### config.mk
export PLATFORM = sky130hd
export DESIGN_NAME = uart_clock_mc
export DESIGN_NICKNAME = d
export VERILOG_FILES = /design/src/rtl/uart_clock_mc.sv
export SDC_FILE = /design/constraint.sdc
export NUM_CORES = 1
export LEC_CHECK = 0
export CORE_ASPECT_RATIO = 1.1
export CORE_MARGIN = 2
export CORE_UTILIZATION = 55
export DETAILED_ROUTE_END_ITERATION = 7
export PLACE_DENSITY_LB_ADDON = 0.1
export SLEW_MARGIN = 20
export SYNTH_ARGS = -nofsm -noshare
export SYNTH_HDL_FRONTEND = slang
export SYNTH_SLANG_ARGS = --single-unit
### constraint.sdc
create_clock -name i_clk -period 12.45 [get_ports i_clk]
set_input_delay 1.8675 -clock i_clk [delete_from_list [all_inputs] [get_ports i_clk]]
set_output_delay 1.8675 -clock i_clk [all_outputs]
set_load 0.005 [all_outputs]
### src/rtl/uart_clock_mc.sv
// uart_clock_mc - multi-channel programmable sampling-clock generator.
//
// Each channel divides i_clk by an integer divisor N = max(active_int, 1).
// When the fractional feature is built, it also adds a fractional part.
// Each channel produces:
//   - a one-cycle sampling tick at the end of every period;
//   - a square clock that toggles on every tick.
//
// A divisor write lands in a per-channel shadow register. The shadow is
// copied to the active register only at an apply point, so a period is
// never cut short. The apply points are:
//   - the edge that ends a period;
//   - any edge while the channel is disabled;
//   - a resync edge.
//
// Optional feature macro: UART_CLOCK_MC_FRAC_EN
//   defined   : fractional accumulator present; a period lasts N+c cycles,
//               where c is the carry out of acc + active_frac.
//   undefined : no accumulator and no frac registers; i_div_frac is ignored;
//               every period is exactly N cycles.
//
// Ports:
//   i_clk       system clock (the only clock)
//   i_reset_n   asynchronous active-low reset
//   i_enable    per-channel run enable
//   i_resync    per-channel one-cycle phase restart
//   i_div_wr    one-cycle divisor write strobe
//   i_div_sel   channel targeted by the write (out-of-range values ignored)
//   i_div_int   integer divisor
//   i_div_frac  fractional divisor, in units of 1/2^FRAC_W cycle
//   o_pending   written divisor not yet applied
//   o_tick      one-cycle sampling pulse
//   o_clk       divided clock
module uart_clock_mc #(
  parameter  int CHANNELS  = 2,
  parameter  int DIV_W     = 32,
  parameter  int FRAC_W    = 4,
  parameter  int RESET_DIV = 16,
  localparam int SEL_W     = (CHANNELS > 1) ? $clog2(CHANNELS) : 1
) (
  input  logic                i_clk,
  input  logic                i_reset_n,
  input  logic [CHANNELS-1:0] i_enable,
  input  logic [CHANNELS-1:0] i_resync,
  input  logic                i_div_wr,
  input  logic [SEL_W-1:0]    i_div_sel,
  input  logic [DIV_W-1:0]    i_div_int,
  input  logic [FRAC_W-1:0]   i_div_frac,
  output logic [CHANNELS-1:0] o_pending,
  output logic [CHANNELS-1:0] o_tick,
  output logic [CHANNELS-1:0] o_clk
);

`ifndef UART_CLOCK_MC_FRAC_EN
  // Without the fractional feature the frac input has no destination.
  logic w_unused_frac;
  assign w_unused_frac = ^i_div_frac;
`endif

  for (genvar gi = 0; gi < CHANNELS; gi++) begin : g_ch
    logic [DIV_W-1:0] r_sh_int;
    logic [DIV_W-1:0] r_act_int;
    // One bit wider than the divisor so that N + carry - 1 always fits.
    logic [DIV_W:0]   r_cnt;
    logic             r_pend;
    logic             r_tick;
    logic             r_oclk;

    logic             w_wr_hit;
    logic [DIV_W:0]   w_n;
    logic             w_carry;
    logic [DIV_W:0]   w_last;
    logic             w_end;
    logic             w_restart;
    logic             w_apply;

    // An out-of-range i_div_sel can never equal a valid channel index.
    assign w_wr_hit = i_div_wr && (i_div_sel == SEL_W'(gi));
    assign w_n      = (r_act_int == '0) ? (DIV_W+1)'(1) : {1'b0, r_act_int};

`ifdef UART_CLOCK_MC_FRAC_EN
    logic [FRAC_W-1:0] r_sh_frac;
    logic [FRAC_W-1:0] r_act_frac;
    logic [FRAC_W-1:0] r_acc;
    logic [FRAC_W:0]   w_acc_sum;

    assign w_acc_sum = {1'b0, r_acc} + {1'b0, r_act_frac};
    assign w_carry   = w_acc_sum[FRAC_W];

    always_ff @(posedge i_clk or negedge i_reset_n) begin
      if (!i_reset_n) begin
        r_sh_frac  <= '0;
        r_act_frac <= '0;
        r_acc      <= '0;
      end else begin
        if (w_restart) begin
          r_acc <= '0;
        end else if (w_end) begin
          r_acc <= w_acc_sum[FRAC_W-1:0];
        end
        if (w_apply) begin
          r_act_frac <= r_sh_frac;
        end
        if (w_wr_hit) begin
          r_sh_frac <= i_div_frac;
        end
      end
    end
`else
    assign w_carry = 1'b0;
`endif

    assign w_last    = w_n + (DIV_W+1)'(w_carry) - (DIV_W+1)'(1);
    assign w_end     = (r_cnt == w_last);
    // Disable and resync both restart the phase.
    // Resync therefore wins over a coincident period end.
    assign w_restart = !i_enable[gi] || i_resync[gi];
    assign w_apply   = w_restart || w_end;

    always_ff @(posedge i_clk or negedge i_reset_n) begin
      if (!i_reset_n) begin
        r_sh_int  <= DIV_W'(RESET_DIV);
        r_act_int <= DIV_W'(RESET_DIV);
        r_cnt     <= '0;
        r_pend    <= 1'b0;
        r_tick    <= 1'b0;
        r_oclk    <= 1'b0;
      end else begin
        if (w_restart) begin
          r_cnt  <= '0;
          r_tick <= 1'b0;
          r_oclk <= 1'b0;
        end else if (w_end) begin
          r_cnt  <= '0;
          r_tick <= 1'b1;
          r_oclk <= ~r_oclk;
        end else begin
          r_cnt  <= r_cnt + (DIV_W+1)'(1);
          r_tick <= 1'b0;
        end
        // The apply consumes the old shadow.
        // A write on the same edge refills the shadow and keeps pending set.
        if (w_apply) begin
          r_act_int <= r_sh_int;
          r_pend    <= 1'b0;
        end
        if (w_wr_hit) begin
          r_sh_int <= i_div_int;
          r_pend   <= 1'b1;
        end
      end
    end

    assign o_pending[gi] = r_pend;
    assign o_tick[gi]    = r_tick;
    assign o_clk[gi]     = r_oclk;
  end

endmodule

# ---- Word-level counts from Yosys, hierarchy flattened
# Index checks and enable logic that the tools add are counted.
dict set report word_totals {
  regBits 200
  out_inout_bits 6
  wordCells 53
}
dict set report classes {
  add_sub_neg 4
  n_eq_ne 2
  muxes 18
  n_bitwise 3
  n_reduce_logical 14
}
# operator count
set op_table {}
lappend op_table {{2-to-1 mux 33 bit} 4}
lappend op_table {{adder 33 x 1 -> 33 bit (second input constant)} 2}
lappend op_table {{== test 33 bit} 2}
lappend op_table {{subtractor 32 x 1 -> 33 bit (second input constant)} 2}
lappend op_table {{zero test 32 bit} 2}
lappend op_table {{2-to-1 mux 32 bit} 2}
lappend op_table {{2-to-1 mux 1 bit} 12}
lappend op_table {{nonzero test 2 bit} 4}
lappend op_table {{logical OR 1 bit} 4}
lappend op_table {{inverter 1 bit} 3}
lappend op_table {{logical AND 1 bit} 2}
lappend op_table {{zero test 1 bit} 2}

# ---- Logic depth before layout (Yosys ltp)
dict set report logic_depth {
  depth_word 7
  ltp_mapped 20
  mapped_depth_nobuf 15
}

# ---- Least setup slack after synthesis
# No wires, ideal clock.
dict set report synth_timing {
  path_kind {register -> register}
  from {reg g_ch[1].r_act_int[3]}
  to {reg g_ch[1].r_act_int[27]}
  arrival_time_ns 4.026
  required_ns 12.325
  path_slack_ns 8.299
  stages_incl_launch_ff 20
  n_path_buf 4
  period_less_slack_ns 4.151
  path_cell_list {dfrtp_1 > clkbuf_1 > nor3_2 > and4_1 > clkbuf_1 > nand2_1 > nor2_1 > nor2_1 > ha_1 > nor2b_1 > nand4_1 > or4_1 > nor4b_1 > o211ai_1 > a2111oi_0 > nand4_1 > nand2_1 > buf_4 > buf_2 > mux2_2}
}
dict set report synth_via {
  elab_chain_cells 5
}
# item line
set synth_rtl {}
lappend synth_rtl {{from (decl)} 62} ;# logic [DIV_W-1:0] r_act_int;
lappend synth_rtl {{from (signal assigned)} 123} ;# r_act_int <= DIV_W'(RESET_DIV);
lappend synth_rtl {{from (signal assigned)} 144} ;# r_act_int <= r_sh_int;
lappend synth_rtl {{zero test 32 bit} 79} ;# assign w_n = (r_act_int == '0) ? (DIV_W+1)'(1) : {1'b0, r_act_int};
lappend synth_rtl {{2-to-1 mux 32 bit *} 79}
lappend synth_rtl {{subtractor 32 x 1 -> 33 bit *} 113} ;# assign w_last = w_n + (DIV_W+1)'(w_carry) - (DIV_W+1)'(1);
lappend synth_rtl {{== test 33 bit *} 114} ;# assign w_end = (r_cnt == w_last);
lappend synth_rtl {{logical OR 1 bit *} 118} ;# assign w_apply = w_restart || w_end;
# Mark *: on every way between the ends. The rest lies on a longest branch, timed or not.
# A chain may end at the register's enable or synchronous reset.

# ---- Worst setup path after layout
dict set report layout_timing {
  from {reg g_ch[1].r_act_int[4]}
  to {reg g_ch[1].r_act_int[19]}
}
# The elaborated chain is that of the path after synthesis.

==> qor.txt <==
Crit-path slowest cell - or4_1
Max FO, Critical Path - 65
Clock Sinks - 200
Worst-path cell chain - nor3_2 > and4_1 > nand2_1 > nor2_1 > nor2_1 > ha_1 > nor2b_1 > nand4_1 > or4_1 > nor4b_1 > o211ai_1 > a2111oi_0 > nand4_1 > nand2_2 > buf_4 > mux2_2
CP endpoint kind - flip-flop
CTS tree - built
ANT cells - 0
Total CTS buffers - 17
Sequential area share after synthesis - 0.468
Final hold vios - 0
Share of flip-flops with an asynchronous set or reset - 1.00
Placed Cells - 1,244
Critical path type - reg2reg
Crit path max-delay family - simple AND/OR/NAND/NOR gates
Total Wirelength - 22,500 um
Cts hold-fix bufs - 0
Status - finished, final reports clean
RSZ-0062 raised after global routing - false
Nets@finish - 1,064
Reg power frac - 0.500
Final HPWL DP - 16,100 um
Core area - 19,100 um^2
Sum Neg Setup Slack - 0 ps
DR pass1 iterations - 4
Final min period - 5580 ps
Postcts setup bufs - 0
Synth-to-Final Area Change - 10.3%
Final hold slack - 493 ps
WP data arrival - 5890 ps
Global-route wire length before repair - 38,000 um
Layout cells sized above 1 - 0.182
Max Slew Vio Count - 0
Fin util - 0.618
Rel. slew slack - 0.340
Count of cell types in the netlist - 62
Synth Cell Area - 10,700 um^2
Final Cell Area - 11,800 um^2
Post-synth EDFFs - 0
Slowest stage delay, CP - 660 ps
Fmax - 179 MHz
Routed len/inst - 17.7 um
Final setup fails - 0
GP Congestion - 0.905
DRT iter0 DRCs - 472
GRT Util Overall - 0.236
Worst path buffer plus inverter count - 1
Peak supply drop - 90.4 uV
Clock Tree Buf Depth - 2
Overflow after GRT - 0
Via count - 7,289
Die area - 20,600 um^2
#FFs+latches synth - 200
Synth warn - 0
Worst min-delay path class - reg2reg
Post-synth top flop - dfrtp_1
Combinational Power Share - 0.159
Antenna violations before repair - 0
DP Area - 11,200 um^2
Measured slew at the worst slew-check pin - 989 ps
Worst Reg-to-Reg Cells - 16
Worst skew pair latency - 430 ps
Total Power - 1.62 mW
Vias in the first global route - 7,241
Clock-pin slew on the worst setup and hold paths - 80 ps
Maxcap violations - 0
Fin worst setup slack - 6870 ps
H-tree depth - 4
Stages on the worst setup path - 16
Die Y-Extent - 150 um
Root buf cell - clkbuf_16
Worst Path Required - 12,760 ps
Syn_nets - 1,039
Row count - 53
Syn avg cell area - 10.8 um^2
Crit path launch type - flip-flop
Net Sw Frac - 0.292
Fin cells - 1,276
IO Port Bufs - 45
Pint - 1.15 mW
Initial Utilization - 0.560
DRC errors left - 0
Clock power frac - 0.341
Psw - 0.473 mW
Post_cts resized - 0
Die width - 137 um
Post-Syn Instances - 991
Hold depth - 1
Final period util - 0.448
Power per cell area - 137 nW/um^2
Pleak - 4.71 nW
Place WS - 6980 ps
Largest net degree at the start of global routing - 92
Detail Route Antenna Nets - 0
Clock skew - 12.8 ps
DR vias/cell - 5.71
Boundary Pins - 50
==> synth_stat cells (4+ instances only) <==
| cell | number | share of area |
|---|---|---|
| a2111oi_0 | 4 | 0.0033 |
| a21o_1 | 4 | 0.0028 |
| a21oi_1 | 14 | 0.0065 |
| a31oi_1 | 8 | 0.0047 |
| and2_1 | 4 | 0.0023 |
| and3_1 | 15 | 0.0088 |
| and4_1 | 6 | 0.0049 |
| buf_1 | 4 | 0.0014 |
| buf_2 | 5 | 0.0023 |
| buf_4 | 8 | 0.0056 |
| buf_6 | 6 | 0.0063 |
| clkbuf_1 | 18 | 0.0063 |
| dfrtp_1 | 196 | 0.46 |
| dfstp_2 | 4 | 0.0098 |
| ha_1 | 4 | 0.0047 |
| inv_1 | 12 | 0.0042 |
| mux2_2 | 104 | 0.11 |
| mux2_4 | 26 | 0.036 |
| mux2i_1 | 7 | 0.0065 |
| nand2_1 | 66 | 0.023 |
| nand2b_1 | 10 | 0.0058 |
| nand3_1 | 29 | 0.014 |
| nand3b_1 | 5 | 0.0035 |
| nand4_1 | 25 | 0.015 |
| nor2_1 | 117 | 0.041 |
| nor2b_1 | 6 | 0.0035 |
| nor3_1 | 30 | 0.014 |
| nor3b_1 | 4 | 0.0028 |
| nor4_1 | 30 | 0.018 |
| nor4b_1 | 4 | 0.0033 |
| o211ai_1 | 4 | 0.0028 |
| o21ai_0 | 11 | 0.0051 |
| o31ai_1 | 5 | 0.0035 |
| o41ai_1 | 4 | 0.0033 |
| or2_2 | 4 | 0.0023 |
| or3_1 | 11 | 0.0064 |
| or4_1 | 7 | 0.0049 |
| xnor2_1 | 70 | 0.057 |
| xor2_1 | 65 | 0.053 |
==> cells in the final DEF, fill, tap and decap left out, drive strengths merged, types with 5 or more instances in the layout <==
master         Yosys  final
inv               12     18
nor3              31     31
clkbuf            18     18
nand3b             5      5
and3              15     15
a31oi              8      8
buf               26      5
mux2             130    130
and4               6      6
dfrtp            196    196
or3               11     11
or4                9      9
nor4              31     31
xor2              65     65
a21oi             14     14
nor2b              6      6
nand4             25     25
nor2             117    117
mux2i              7      7
nand2b            10     10
o31ai              5      5
nand3             29     29
nand2             66     66
clkinv             0      6
xnor2             70     70
o21ai             11     11
clkdlybuf4s50      0     44
==> flip-flops by register name (all words and copies together), names as in the netlist <==
name / cells
g_ch.r_tick: 2
g_ch.r_oclk: 2
g_ch.r_act_int: 64
g_ch.r_pend: 2
g_ch.r_sh_int: 64
g_ch.r_cnt: 66
==> path summary, 6_finish.rpt <==
path                                            from               endpoint  slack (ps)
min in group asynchronous                  i_reset_n       g_ch[0].r_cnt[5]        1430
worst max register to register  g_ch[1].r_act_int[4]  g_ch[1].r_act_int[19]        6870
worst min-delay path                  g_ch[0].r_pend         g_ch[0].r_pend         490
max in group asynchronous                  i_reset_n   g_ch[1].r_sh_int[30]        9680
worst min register to register        g_ch[0].r_pend         g_ch[0].r_pend         490
worst max-delay path            g_ch[1].r_act_int[4]  g_ch[1].r_act_int[19]        6870
==> kinds of logic (layout without fill, tap and decap cells) <==
kind of cell / count (synthesis) / after routing / share of synthesized area
and+or+nand+nor: 381 / 381 / 0.181
DFF: 200 / 200 / 0.468
muxes: 137 / 137 / 0.152
xor gates and xnor gates: 135 / 135 / 0.111
AOI/OAI and AO/OA: 78 / 78 / 0.0513
buffers and inverters: 56 / 94 / 0.0318
adders and majority gates: 4 / 4 / 0.00468
==> final cells by class <==
cell class / instances / area [um^2]
Sequential cell: 200 / 5010
Multi-Input combinational cell: 735 / 5360
Fill cell: 1569 / 7300
Inverter: 12 / 45.0
Clock buffer: 17 / 425
Clock inverter: 15 / 161
Tap cell: 247 / 309
Timing Repair Buffer: 50 / 492
==> power groups by stage <==
stage               combinational (mW)  clock [mW]  sequential (mW)
floorplan                        0.208           0            0.783
global placement                 0.254           0            0.819
detailed placement               0.259           0            0.821
CTS                              0.260       0.564            0.809
global route                     0.286       0.593            0.823
finish                           0.258       0.552            0.809
==> layer usage <==
layer | share of wire | up-vias | global-route usage
met5 | 0 | - | 0
met4 | 0.018 | 0 | 0.0758
met3 | 0.026 | 28 | 0.0380
met2 | 0.49 | 100 | 0.384
met1 | 0.47 | 3588 | 0.323
li1 | - | 3573 | -
Note: power is estimated with default switching activity, not from simulation.
